==> src/rtl/hps_pio_responder_if.sv <==
// -----------------------------------------------------------------------------
// hps_pio_responder_if
// Avalon-MM slave bundle between the HPS lightweight bridge (master) and the
// switch/LED responder (slave).
//   avs_address       : word address of the register (2 bits)
//   avs_read          : read strobe, one cycle per transfer
//   avs_write         : write strobe, one cycle per transfer
//   avs_writedata     : write data (32 bits)
//   avs_readdata      : read data, valid with avs_readdatavalid
//   avs_readdatavalid : read response strobe, one cycle after avs_read
// -----------------------------------------------------------------------------
interface hps_pio_responder_if;
    logic [1:0]  avs_address;
    logic        avs_read;
    logic        avs_write;
    logic [31:0] avs_writedata;
    logic [31:0] avs_readdata;
    logic        avs_readdatavalid;

    modport master (
        output avs_address, avs_read, avs_write, avs_writedata,
        input  avs_readdata, avs_readdatavalid
    );

    modport slave (
        input  avs_address, avs_read, avs_write, avs_writedata,
        output avs_readdata, avs_readdatavalid
    );
endinterface

==> src/rtl/hps_pio_responder.sv <==
// -----------------------------------------------------------------------------
// hps_pio_responder
// Fabric-side Avalon-MM responder for the board switches and LEDs.
// Switches are synchronised (and optionally debounced), their changes are
// captured in a write-1-to-clear EDGE register, and a maskable level
// interrupt is raised from EDGE & MASK.
//
// Register map (word address):
//   0 SW   : debounced switch state, read-only
//   1 LED  : read/write, drives led_out
//   2 EDGE : captured edges, write 1 to clear
//   3 MASK : interrupt enable per bit
//
// Ports:
//   clk_clk     : system clock, rising edge
//   reset_reset : synchronous active-high reset
//   avs         : Avalon-MM slave bundle (hps_pio_responder_if.slave)
//   sw_in       : asynchronous switch pins
//   led_out     : registered LED drive
//   irq         : registered level interrupt
//
// Build option:
//   HPS_PIO_DEBOUNCE_EN defined   : per-bit 16-bit debounce counters; a change
//                                   must persist DEBOUNCE_CYCLES synced cycles.
//   HPS_PIO_DEBOUNCE_EN undefined : stable state is the synchroniser output,
//                                   DEBOUNCE_CYCLES is not used.
// -----------------------------------------------------------------------------
module hps_pio_responder #(
    parameter int WIDTH           = 4,
    parameter int DEBOUNCE_CYCLES = 50000
) (
    input  logic                 clk_clk,
    input  logic                 reset_reset,
    hps_pio_responder_if.slave   avs,
    input  logic [WIDTH-1:0]     sw_in,
    output logic [WIDTH-1:0]     led_out,
    output logic                 irq
);

    localparam logic [1:0]  ADDR_SW   = 2'd0;
    localparam logic [1:0]  ADDR_LED  = 2'd1;
    localparam logic [1:0]  ADDR_EDGE = 2'd2;
    localparam logic [1:0]  ADDR_MASK = 2'd3;
    localparam logic [15:0] DEB_LAST  = 16'(DEBOUNCE_CYCLES - 1);

    logic [WIDTH-1:0] sync1_q;
    logic [WIDTH-1:0] stable_q, stable_d;

    // ---------------- input path: synchroniser (+ debounce) ----------------
`ifdef HPS_PIO_DEBOUNCE_EN
    logic [WIDTH-1:0]        sync2_q;
    logic [WIDTH-1:0][15:0]  cnt_q, cnt_d;

    always_comb begin
        stable_d = stable_q;
        cnt_d    = cnt_q;
        for (int i = 0; i < WIDTH; i++) begin
            if (sync2_q[i] == stable_q[i]) begin
                cnt_d[i] = '0;
            end else if (cnt_q[i] == DEB_LAST) begin
                // Change has persisted long enough: accept it.
                stable_d[i] = ~stable_q[i];
                cnt_d[i]    = '0;
            end else begin
                cnt_d[i] = cnt_q[i] + 16'd1;
            end
        end
    end

    always_ff @(posedge clk_clk) begin
        if (reset_reset) begin
            sync1_q  <= '0;
            sync2_q  <= '0;
            cnt_q    <= '0;
            stable_q <= '0;
        end else begin
            sync1_q  <= sw_in;
            sync2_q  <= sync1_q;
            cnt_q    <= cnt_d;
            stable_q <= stable_d;
        end
    end
`else
    logic unused_deb;
    assign unused_deb = ^DEB_LAST;

    // stable_q doubles as the second synchroniser flop.
    assign stable_d = sync1_q;

    always_ff @(posedge clk_clk) begin
        if (reset_reset) begin
            sync1_q  <= '0;
            stable_q <= '0;
        end else begin
            sync1_q  <= sw_in;
            stable_q <= stable_d;
        end
    end
`endif

    // ---------------- register file and bus response ----------------
    logic [WIDTH-1:0] led_q, led_d;
    logic [WIDTH-1:0] edge_q, edge_d;
    logic [WIDTH-1:0] mask_q, mask_d;
    logic             irq_q, irq_d;
    logic [31:0]      rdata_q, rdata_d;
    logic             rvalid_q, rvalid_d;
    logic [WIDTH-1:0] wdata;
    logic [WIDTH-1:0] w1c;
    logic [31:0]      rmux;
    logic             rd_en;
    logic             unused_wdata;

    assign wdata        = avs.avs_writedata[WIDTH-1:0];
    assign unused_wdata = ^avs.avs_writedata;
    // A write in the same cycle as a read wins; the read gets no response.
    assign rd_en        = avs.avs_read & ~avs.avs_write;

    always_comb begin
        led_d  = led_q;
        mask_d = mask_q;
        w1c    = '0;
        if (avs.avs_write) begin
            case (avs.avs_address)
                ADDR_LED:  led_d  = wdata;
                ADDR_EDGE: w1c    = wdata;
                ADDR_MASK: mask_d = wdata;
                default:   ;
            endcase
        end
        // Set term is OR'd last so a new edge beats a same-cycle clear.
        edge_d = (edge_q & ~w1c) | (stable_d ^ stable_q);
        irq_d  = |(edge_q & mask_q);

        rmux = '0;
        case (avs.avs_address)
            ADDR_SW:   rmux[WIDTH-1:0] = stable_q;
            ADDR_LED:  rmux[WIDTH-1:0] = led_q;
            ADDR_EDGE: rmux[WIDTH-1:0] = edge_q;
            default:   rmux[WIDTH-1:0] = mask_q;
        endcase
        rvalid_d = rd_en;
        rdata_d  = rd_en ? rmux : rdata_q;
    end

    always_ff @(posedge clk_clk) begin
        if (reset_reset) begin
            led_q    <= '0;
            edge_q   <= '0;
            mask_q   <= '0;
            irq_q    <= 1'b0;
            rdata_q  <= '0;
            rvalid_q <= 1'b0;
        end else begin
            led_q    <= led_d;
            edge_q   <= edge_d;
            mask_q   <= mask_d;
            irq_q    <= irq_d;
            rdata_q  <= rdata_d;
            rvalid_q <= rvalid_d;
        end
    end

    assign led_out               = led_q;
    assign irq                   = irq_q;
    assign avs.avs_readdata      = rdata_q;
    assign avs.avs_readdatavalid = rvalid_q;

endmodule

==> src/flat_wrapper.sv <==
// flat-port wrapper written by rule: the top's interface ports become plain ports
module hps_pio_responder_flat 
#(
    parameter int WIDTH           = 4,
    parameter int DEBOUNCE_CYCLES = 50000
)
  (clk_clk, reset_reset, sw_in, led_out, irq, avs_avs_address, avs_avs_read, avs_avs_write, avs_avs_writedata, avs_avs_readdata, avs_avs_readdatavalid);
  hps_pio_responder_if avs_i ();
  input  logic clk_clk;
  input  logic reset_reset;
  input  logic [WIDTH-1:0] sw_in;
  output logic [WIDTH-1:0] led_out;
  output logic irq;
  input wire logic [$bits(avs_i.avs_address)-1:0] avs_avs_address;
  input wire logic [$bits(avs_i.avs_read)-1:0] avs_avs_read;
  input wire logic [$bits(avs_i.avs_write)-1:0] avs_avs_write;
  input wire logic [$bits(avs_i.avs_writedata)-1:0] avs_avs_writedata;
  output wire logic [$bits(avs_i.avs_readdata)-1:0] avs_avs_readdata;
  output wire logic [$bits(avs_i.avs_readdatavalid)-1:0] avs_avs_readdatavalid;
  assign avs_i.avs_address = avs_avs_address;
  assign avs_i.avs_read = avs_avs_read;
  assign avs_i.avs_write = avs_avs_write;
  assign avs_i.avs_writedata = avs_avs_writedata;
  assign avs_avs_readdata = avs_i.avs_readdata;
  assign avs_avs_readdatavalid = avs_i.avs_readdatavalid;
  hps_pio_responder #(.WIDTH(WIDTH), .DEBOUNCE_CYCLES(DEBOUNCE_CYCLES)) u_core (.clk_clk(clk_clk), .reset_reset(reset_reset), .avs(avs_i), .sw_in(sw_in), .led_out(led_out), .irq(irq));
endmodule
==> config.mk <==
export PLATFORM = sky130hd
export DESIGN_NAME = hps_pio_responder_flat
export DESIGN_NICKNAME = d
export VERILOG_FILES = /design/src/rtl/hps_pio_responder_if.sv /design/src/rtl/hps_pio_responder.sv /design/src/flat_wrapper.sv
export SDC_FILE = /design/constraint.sdc
export NUM_CORES = 1
export LEC_CHECK = 0
export ABC_AREA = 1
export CORE_ASPECT_RATIO = 0.7
export CORE_MARGIN = 1.5
export CORE_UTILIZATION = 35
export CTS_BUF_LIST = sky130_fd_sc_hd__clkbuf_8
export CTS_CLUSTER_SIZE = 30
export DETAILED_ROUTE_END_ITERATION = 10
export GPL_TIMING_DRIVEN = 0
export PLACE_DENSITY_LB_ADDON = 0.15
export SYNTH_ARGS = -nofsm -noshare
export SYNTH_HDL_FRONTEND = slang
export SYNTH_SLANG_ARGS = --single-unit
export TNS_END_PERCENT = 100
==> constraint.sdc <==
create_clock -name clk_clk -period 1 [get_ports clk_clk]
set_input_delay 0.15 -clock clk_clk [delete_from_list [all_inputs] [get_ports clk_clk]]
set_output_delay 0.15 -clock clk_clk [all_outputs]
set_load 0.005 [all_outputs]
Yosys cells after proc, flatten, opt, wreduce, memory -nomap -nowiden
Cells that the tools add are included.
{"block": "op_classes", "eq_ne": 3, "n_mux": 3, "n_bitwise": 7, "reduce_logical": 4}
{"operator": "case mux 4 bit (3 select lines)", "n": 1}
{"operator": "AND 4 bit", "n": 2}
{"operator": "2-to-1 mux 4 bit", "n": 2}
{"operator": "equality test 2 bit (second input constant)", "n": 2}
{"operator": "inverter 4 bit", "n": 1}
{"operator": "bitwise OR 4 bit", "n": 1}
{"operator": "AND reduction 2 bit", "n": 2}
{"operator": "OR reduction 4 bit", "n": 1}
{"operator": "XOR 4 bit", "n": 1}
{"operator": "equality test 2 x 1 -> 1 bit (second input constant)", "n": 1}
{"operator": "logical NOT 2 bit", "n": 1}
{"operator": "AND 1 bit", "n": 1}
{"operator": "inverter 1 bit", "n": 1}
{"block": "word_totals", "register_bits": 26, "inputBits": 42, "output_inout_bits": 38, "elab_cells": 25}

Logic depth before layout (Yosys ltp)
{"block": "depth", "depth_word": 6, "ltp_mapped": 6, "depth_no_buf": 5}

Worst setup path after synthesis
Ideal clock, no wire load.
{"block": "synth_path", "path_type": "input -> register", "start": "input reset_reset", "end": "register u_core.edge_q[0]", "setup_time_ns": 0.135, "arrival_time_ns": 0.676, "required_ns": 0.865, "path_slack_ns": 0.189, "cell_stages": 3, "path_buffers": 2, "path_cell_list": "buf_2 > clkbuf_1 > a21oi_1"}
{"element": "start, declared", "line_no": "flat_wrapper.sv:10", "source": "input logic reset_reset;"}
{"element": "end signal, assigned", "line_no": "hps_pio_responder.sv:156", "source": "edge_q <= edge_d;"}
{"element": "end, declared", "line_no": "hps_pio_responder.sv:103", "source": "logic [WIDTH-1:0] edge_q, edge_d;"}
No word-level cell between the ends.

Worst setup path in the final report
{"block": "layout_path", "start": "register u_core.led_q[3], in the netlist u_core.led_out[3]", "end": "output led_out[3]"}
{"element": "start, declared", "line_no": "hps_pio_responder.sv:102", "source": "logic [WIDTH-1:0] led_q, led_d;"}
{"element": "start signal, assigned", "line_no": "hps_pio_responder.sv:155", "source": "led_q <= led_d;"}
{"element": "end, declared", "line_no": "flat_wrapper.sv:12", "source": "output logic [WIDTH-1:0] led_out;"}
No word-level cell between the ends.

==> flow_metrics.tcl <==
set metrics [dict create \
    status "completed" \
    period_minus_slack_ns 0.960 \
    die_width_um 75.4 \
    fin_hold_ws_ns 0.136 \
    via_per_inst 4.07 \
    fp.dieArea_mm2 0.00405 \
    wl_per_cell_um 9.69 \
    p_seq_share_pct 51.5 \
    grt_overflow 0 \
    fin_util_pct 50.0 \
    worstPathMaxFanout 2 \
    clk_path_buf_depth 2 \
    worstSetupPathType "reg -> out" \
    power_frac_clock_pct 31.2 \
    worstPathRequired_ns 0.85 \
    die_h_um 53.7 \
    synth.yosys.seq_area_share_pct 40.5 \
    hold_viol 0 \
    drive_gt1_share_pct 29.1 \
    vdd_drop_max_v 0.000671 \
    startpoint_type "flip-flop" \
    maxCapViolCount 0 \
    finish.net_count 263 \
    drtIter0Drc 35 \
    finalMaxSlewViolations 0 \
    cts_tree "yes" \
    ys_ff_latch 26 \
    clock-sinks 26 \
    worstMarginPinSlew_ns 0.507 \
    fmaxAchievable_mhz 1040 \
    path_clk_slew_ns 0.09 \
    r2r_end "u_core.avs.avs_readdata[3]" \
    synthCells 165 \
    boundaryPins 80 \
    num-fill-cells 371 \
    holdPathEnd "u_core.avs.avs_readdata[1]" \
    pwr-share-comb_pct 17.2 \
    vias 1098 \
    port_buffers 21 \
    drc 0 \
    drtPass1Iterations 4 \
    crit_arrival_ns 0.81 \
    area_delta_synth_final_pct 36.8 \
    grt_pass1_wl_um 4260 \
    n_antenna_cell 0 \
    hold_path_depth 2 \
    grt_pass1_vias 912 \
    p_sw_mw 0.548 \
    hpwl_um 2060 \
    leakagePower_nw 0.811 \
    p_per_area_mw_per_mm2 1250 \
    start_util_pct 36.5 \
    final_common_cell "buf_4" \
    crit_chain "clkdlybuf4s15_1" \
    antenna_found_initial 0 \
    cpMaxStageDelayCell "dfxtp_2" \
    drt-total-wl_um 2620 \
    yosysWarnings 0 \
    finalCritPeriodShare_pct 96.0 \
    syn_area_mm2 0.00128 \
    regArea_um2 531 \
    syn_avg_cell_area_um2 7.78 \
    core_area_mm2 0.00351 \
    ff2ff_path_depth 5 \
    rsz0062_at_grt "yes" \
    hold_class "in -> reg" \
    globalRouteTotalUtil_pct 14.3 \
    num_rows 18 \
    ctsRootBufferMaster "clkbuf_8" \
    finalSetupViolations 0 \
    ctsHtreeMaxLevel 1 \
    gp_congestion 0.858 \
    swShare_pct 25.0 \
    clk_latency_ns 0.27 \
    ys_types 21 \
    ff2ff_setup_slack_ns 0.06 \
    postCtsHoldBufs 0 \
    min_from "reset_reset" \
    grt_start_max_net_pins 15 \
    cp_slowest_stage_delay_ns 0.34 \
    endpoint_kind "output port" \
    finClkSkew_ns 0.00330 \
    cp_top_family "flip-flops" \
    relSlewSlack_pct 66.2 \
    mostFrequentLayoutCells "buf_4, conb_1, nand2_1" \
    p_int_mw 1.64 \
    reg2reg_from "u_core.led_out[3]" \
    ant_nets 0 \
    numCtsBuffers 3 \
    path_buf_inv 1 \
    multi_input_area_um2 577 \
]
## metal layers
layer  GRT usage [%]  wire, µm  share of wire, %  vias to the layer above
met5               0         0                 0                        -
met4            2.68        10              0.38                        0
met3            3.93       172               6.6                        3
met2            19.4      1100                42                       35
met1            22.1      1340                51                      476
li1                -         -                 -                      584
## state kept, by name, summed over array words and instances (netlist names)
signal / count
u_core.avs.avs_readdata: 4
u_core.mask_q: 4
u_core.stable_q: 4
u_core.led_out: 4
u_core.irq: 1
u_core.avs.avs_readdatavalid: 1
u_core.edge_q: 4
u_core.stable_d: 4
## power by group through the flow
stage	logic, mW	registers [mW]	clock network (mW)
floorplan	0.251	1.14	0
global placement	0.365	1.15	0
detailed placement	0.366	1.15	0
CTS	0.369	1.13	0.702
global route	0.429	1.13	0.735
finish	0.377	1.13	0.683
## cells in the mapped netlist, drive strengths merged
cell,number,share of area (%)
buf,33,19
a211oi,4,3.1
xnor2,4,2.7
a41oi,1,0.68
nor2,15,4.4
clkbuf,1,0.29
nand3,13,5.1
o21ai,4,1.6
inv,16,4.7
nand2,27,8.5
dfxtp,26,41
conb,1,0.29
nand4,4,1.9
a21oi,16,7.4
## through the flow
stage	TNS [ns]	total power [mW]	setup WS, ns	instance area (µm²)	std cells
final	0	2.19	0.0404	1760	270
after global routing	0	2.30	0.000326	1760	270
after CTS	0	2.20	0.0132	1750	270
after detailed placement	-5.09	1.52	-0.390	1660	263
after global placement	-5.16	1.51	-0.386	1660	263
after floorplan	0	1.39	0.189	1390	192
## final cells by class
class / count / area share (%)
clock buffer: 4 / 3.13
tap: 50 / 3.56
sequential: 26 / 30.2
inverter: 16 / 3.42
multi-input combinational: 116 / 32.8
buffer: 34 / 14.2
timing repair buffer: 24 / 12.6
## repair_timing
action / CTS / global route
buffers inserted: 3 / 0
endpoints found under the setup margin: 18 / 12
resized for setup: 30 / 8
## worst max-delay path by stage
stage | depth (start not counted) | slack, ns | endpoint | start
after floorplan | 3 | 0.19 | u_core.edge_q[0] | reset_reset
after global placement | 5 | -0.39 | u_core.led_out[1] | avs_avs_address[0]
after detailed placement | 5 | -0.39 | u_core.led_out[1] | avs_avs_address[0]
after CTS | 6 | 0.01 | u_core.avs.avs_readdata[2] | avs_avs_write
after global routing | 1 | 0.0003 | avs_avs_readdata[1] | u_core.avs.avs_readdata[1]
final | 1 | 0.04 | led_out[3] | u_core.led_out[3]
## kinds of logic after synthesis
| group | after synthesis | synth area share, % |
|---|---|---|
| other cells | 1 | 0.292 |
| buf+inv | 50 | 23.8 |
| simple gates | 59 | 19.9 |
| flops | 26 | 40.5 |
| xor+xnor | 4 | 2.73 |
| compound gates | 25 | 12.8 |
Note: power is estimated with default switching activity, not from simulation.
